## src/rtl/ysyx_24110015_ifu.sv

```systemverilog
// Instruction fetch unit: issues one fetch per retired instruction, hands the
// fetched word to decode, and locks up in FAULT on a misaligned PC or a bus
// error until the next reset. Every output comes straight from a register.
module ysyx_24110015_ifu #(
    parameter logic [31:0] RESET_PC = 32'h8000_0000
) (
    input  logic        clk,
    input  logic        rst_n,
    // instruction memory request channel
    output logic        imem_req_valid,
    input  logic        imem_req_ready,
    output logic [31:0] imem_addr,
    // instruction memory response channel
    input  logic        imem_rsp_valid,
    input  logic [31:0] imem_rsp_data,
    input  logic        imem_rsp_err,
    // decode-stage handoff
    output logic        inst_valid,
    input  logic        inst_ready,
    output logic [31:0] inst,
    output logic [31:0] inst_pc,
    // next PC from write-back
    input  logic        npc_valid,
    input  logic [31:0] npc,
    // status
    output logic        fetch_fault,
    output logic [31:0] fetch_cnt
);

    localparam logic [31:0] NOP = 32'h0000_0013;

    typedef enum logic [2:0] {
        IDLE,
        REQ,
        WAIT,
        OUT,
        NEXT,
        FAULT
    } state_t;

    state_t      state_reg;
    logic [31:0] pc_reg;
    logic [31:0] inst_reg;
    logic [31:0] inst_pc_reg;
    logic [31:0] fetch_cnt_reg;
    logic        req_valid_reg;
    logic        inst_valid_reg;
    logic        fault_reg;

    // The fetch address is the PC itself; it only changes in NEXT, so it is
    // naturally stable while a request is waiting for acceptance.
    assign imem_addr      = pc_reg;
    assign imem_req_valid = req_valid_reg;
    assign inst_valid     = inst_valid_reg;
    assign inst           = inst_reg;
    assign inst_pc        = inst_pc_reg;
    assign fetch_fault    = fault_reg;
    assign fetch_cnt      = fetch_cnt_reg;

    // Fetch sequencer: state, PC, captured instruction and registered handshake outputs.
    // imem_req_valid is precomputed on entry to REQ from the PC being loaded, so
    // a misaligned PC never raises a request before REQ diverts to FAULT.
    always_ff @(posedge clk or negedge rst_n) begin
        if (!rst_n) begin
            state_reg      <= IDLE;
            pc_reg         <= RESET_PC;
            inst_reg       <= NOP;
            inst_pc_reg    <= RESET_PC;
            fetch_cnt_reg  <= 32'd0;
            req_valid_reg  <= 1'b0;
            inst_valid_reg <= 1'b0;
            fault_reg      <= 1'b0;
        end else begin
            case (state_reg)
                IDLE: begin
                    state_reg     <= REQ;
                    req_valid_reg <= (pc_reg[1:0] == 2'b00);
                end
                REQ: begin
                    if (pc_reg[1:0] != 2'b00) begin
                        state_reg     <= FAULT;
                        req_valid_reg <= 1'b0;
                        fault_reg     <= 1'b1;
                    end else if (imem_req_ready) begin
                        state_reg     <= WAIT;
                        req_valid_reg <= 1'b0;
                    end
                end
                WAIT: begin
                    if (imem_rsp_valid) begin
                        if (imem_rsp_err) begin
                            state_reg <= FAULT;
                            fault_reg <= 1'b1;
                        end else begin
                            state_reg      <= OUT;
                            inst_reg       <= imem_rsp_data;
                            inst_pc_reg    <= pc_reg;
                            inst_valid_reg <= 1'b1;
                        end
                    end
                end
                OUT: begin
                    if (inst_ready) begin
                        state_reg      <= NEXT;
                        inst_valid_reg <= 1'b0;
                        fetch_cnt_reg  <= fetch_cnt_reg + 32'd1;
                    end
                end
                NEXT: begin
                    if (npc_valid) begin
                        state_reg     <= REQ;
                        pc_reg        <= npc;
                        req_valid_reg <= (npc[1:0] == 2'b00);
                    end
                end
                FAULT: begin
                    req_valid_reg  <= 1'b0;
                    inst_valid_reg <= 1'b0;
                    fault_reg      <= 1'b1;
                end
                default: begin
                    state_reg      <= IDLE;
                    req_valid_reg  <= 1'b0;
                    inst_valid_reg <= 1'b0;
                end
            endcase
        end
    end

endmodule

```

## config.mk

```make
export PLATFORM = sky130hd
export DESIGN_NAME = ysyx_24110015_ifu
export DESIGN_NICKNAME = d
export VERILOG_FILES = /design/src/rtl/ysyx_24110015_ifu.sv
export SDC_FILE = /design/constraint.sdc
export NUM_CORES = 1
export LEC_CHECK = 0
export ABC_AREA = 1
export CAP_MARGIN = 20
export CORE_MARGIN = 5
export CORE_UTILIZATION = 45
export CTS_CLUSTER_DIAMETER = 40
export DETAILED_ROUTE_END_ITERATION = 16
export HOLD_SLACK_MARGIN = 0.02
export PLACE_DENSITY_LB_ADDON = 0.2
export SYNTH_ARGS = -nofsm -noshare
export SYNTH_HDL_FRONTEND = slang
export SYNTH_SLANG_ARGS = --single-unit
```

## constraint.sdc

```tcl
create_clock -name clk -period 1.8 [get_ports clk]
set_input_delay 0.36 -clock clk [delete_from_list [all_inputs] [get_ports clk]]
set_output_delay 0.36 -clock clk [all_outputs]
set_load 0.02 [all_outputs]
```

==> impl_metrics.tcl <==
set metrics [dict create \
    gp_congestion 0.899 \
    synth_ff_type "dfrtp_1" \
    totalWireLength_um 15200 \
    dr.first_iter.drc_count 339 \
    final_max_slew_viol_count 0 \
    critPathSlowestCell "clkdlybuf4s50_1" \
    yosys_register_bits 134 \
    fp.dieArea_um2 15100 \
    finalHoldViolCount 0 \
    r2r_cells 8 \
    hold_depth 2 \
    core_area_um2 12600 \
    top_layer_used "met4" \
    p_per_area_nw_per_um2 1570 \
    cts_root_buffer "clkbuf_16" \
    synthCells 593 \
    hp-class "flop to flop" \
    path_delay_family "buffers and inverters" \
    syn2layout_area_growth_pct 50.7 \
    r2r_start "state_reg[2]" \
    ys_seq_area_share_pct 58.5 \
    grt_max_degree 83 \
    swShare_pct 35.0 \
    syn-num-nets 665 \
    cp.required_ns 1.44 \
    finalClockSkew_ns 0.00597 \
    wl_met2_um 7630 \
    synth_area_um2 5740 \
    cp_cell_sequence "clkdlybuf4s50_1" \
    drive_above_1_share_pct 12.1 \
    clkPwrFrac_pct 25.0 \
    hold_start "inst_pc[31]" \
    cts.clk_slew.worst_paths_ns 0.06 \
    wl_met3_um 1650 \
    io_buffers 201 \
    antenna_found_initial 0 \
    drt_pre_antenna_iters 4 \
    die_w_um 123 \
    p_leak_nw 4.28 \
    min_to "inst_pc[31]" \
    rrSetupSlack_ns 0.12 \
    vias_per_cell 4.87 \
    cp-start-kind "flop" \
    yosys_warnings 0 \
    synth-edff-count 0 \
    vdd_drop_max_mv 0.987 \
    grt_pass1_vias 5134 \
    combPwrFrac_pct 39.6 \
    async_flop_share_pct 100 \
    grt-ovfl-total 0 \
    htree_levels 4 \
    drc 0 \
    tightest_slew_ns 0.440 \
    nNetsFinal 884 \
    wl_per_cell_um 15.3 \
    avgSynthCellArea_um2 9.68 \
    slew_headroom_pct 70.7 \
    wl_met1_um 5660 \
    yosys.area.top_type "dfrtp_1" \
    status "finished, final reports clean" \
    clock_latency_ns 0.41 \
    hpwl_um 11500 \
    setup_viol 0 \
    cts_tree "done" \
    crit_fanout 2 \
    critPathMaxStageDelay_ns 0.65 \
    ant_nets 0 \
    critPathBufInv 1 \
    clock_path_buffers 2 \
    cts.sinks 134 \
    grt_first_pass_wirelength_um 25200 \
    power_switching_w 0.00474 \
    reg2reg_to "inst_pc[17]" \
    p_int_w 0.00882 \
    fin_setup_tns_ns 0 \
    pin_count 202 \
    timing.fmax_ghz 0.563 \
    min_period_ns 1.78 \
    n_antenna_cell 0 \
    cap_violations 0 \
    post-route-period-util_pct 98.6 \
    hold_slack_ns 0.479 \
    seqPwrFrac_pct 35.4 \
    num_rows 41 \
    cts_made_buffers 17 \
    synth.area.top_cells "dfrtp_1 (56%), nand2_1 (7.8%), mux2_2 (6.7%)" \
    path_class "flop to primary output" \
    netlist.area_leader.share_pct 56.2 \
    grt_use_total_pct 21.3 \
    critPathArrivalTime_ns 1.42 \
    vias 4854 \
    start_util_pct 45.7 \
    ys_types 31 \
    die_y_um 123 \
    end_kind "primary output" \
    cts_setup_buffers 0 \
]
## logic make-up (layout without fill, tap and decap cells)
logic type | count (synthesis) | count (layout) | share of synthesized area [%]
muxes | 34 | 34 | 6.67
and+or+nand+nor | 248 | 248 | 18.6
adders and majority gates | 1 | 1 | 0.218
buffers and inverters | 84 | 316 | 6.56
xor gates and xnor gates | 21 | 21 | 3.20
DFF | 134 | 134 | 58.5
AOI/OAI and AO/OA | 71 | 71 | 6.28
## repair_timing
| action | CTS | global route |
|---|---|---|
| cloned | 0 | 0 |
| hold buffers | 1 | 0 |
| endpoints found under the setup margin | 37 | 28 |
| endpoints found under the hold margin | 56 | 0 |
| resized for setup | 37 | 28 |
## cells in the mapped netlist (6+ instances only)
library cell / count
a21oi_1: 31
buf_6: 6
dfrtp_1: 129
inv_1: 65
mux2_2: 34
nand2_1: 120
nand3_1: 18
nand4_1: 10
nor2_1: 78
nor3_1: 6
o21ai_0: 33
xnor2_1: 13
xor2_1: 8
## metrics by stage
| stage | instances | utilization (%) | power, W | instance area [µm²] | worst slack, ns |
|---|---|---|---|---|---|
| floorplan | 593 | - | 0.00745 | 5740 | 0.209 |
| global placement | 964 | 63.9 | 0.0102 | 8030 | -0.0223 |
| detailed placement | 964 | 63.9 | 0.0104 | 8030 | -0.0867 |
| CTS | 997 | 68.3 | 0.0138 | 8580 | 0.000533 |
| global route | 997 | 68.8 | 0.0144 | 8650 | -0.00323 |
| finish | 997 | 68.8 | 0.0136 | 8650 | 0.0249 |
## power groups by stage
stage,clock network [W],registers (W),logic (W)
floorplan,0,0.00607,0.00138
global placement,0,0.00477,0.00548
detailed placement,0,0.00485,0.00555
CTS,0.00347,0.00482,0.00550
global route,0.00361,0.00497,0.00579
finish,0.00339,0.00480,0.00538
## layout make-up
type                    count  area [µm²]
flip-flops and latches    134        3360
repair buffers            217        2230
clock inverters             9        98.8
well taps                 172         215
inverters                  67         251
multi-input cells         375        2010
clock buffers              23         488
fillers                   958        3920
## how the worst max path moves through the flow
stage	cells after the start	slack (ns)	from	endpoint
CTS	1	0.0005	inst_pc[28]	inst_pc[28]
floorplan	7	0.21	fetch_cnt[1]	fetch_cnt[22]
global route	1	-0.003	imem_addr[22]	imem_addr[22]
global placement	7	-0.02	inst_ready	fetch_cnt[25]
detailed placement	7	-0.09	inst_ready	fetch_cnt[23]
finish	1	0.02	imem_addr[20]	imem_addr[20]
## per-layer routing
| metal | up-vias | global-route usage [%] |
|---|---|---|
| met5 | - | 0 |
| met4 | 0 | 7.28 |
| met3 | 24 | 9.65 |
| met2 | 185 | 35.9 |
| met1 | 2317 | 24.0 |
| li1 | 2328 | - |
## worst register-to-register path, delay by kind of cell (launching register included)
| kind | cells | cell delay, ns |
|---|---|---|
| and+or+nand+nor | 4 | 0.49 |
| buffers and inverters | 3 | 0.53 |
| AOI/OAI and AO/OA | 1 | 0.08 |
| DFF | 1 | 0.45 |
## cell usage in the layout, fill, tap and decap left out, drive strengths merged
cell	instances
dfstp	5
inv	67
nand4	10
and3	1
dlymetal6s2s	26
xnor2	13
o21ai	38
clkdlybuf4s50	137
a22oi	1
clkinv	7
dfrtp	129
nand3b	2
buf	16
a21oi	31
mux2	34
dlygate4sd3	1
xor2	8
nor2	84
o211ai	1
nand2	121
dlygate4sd2	37
ha	1
nand3	21
bufinv	2
and2	2
nor3	7
clkbuf	23
Note: power is estimated with default switching activity, not from simulation.
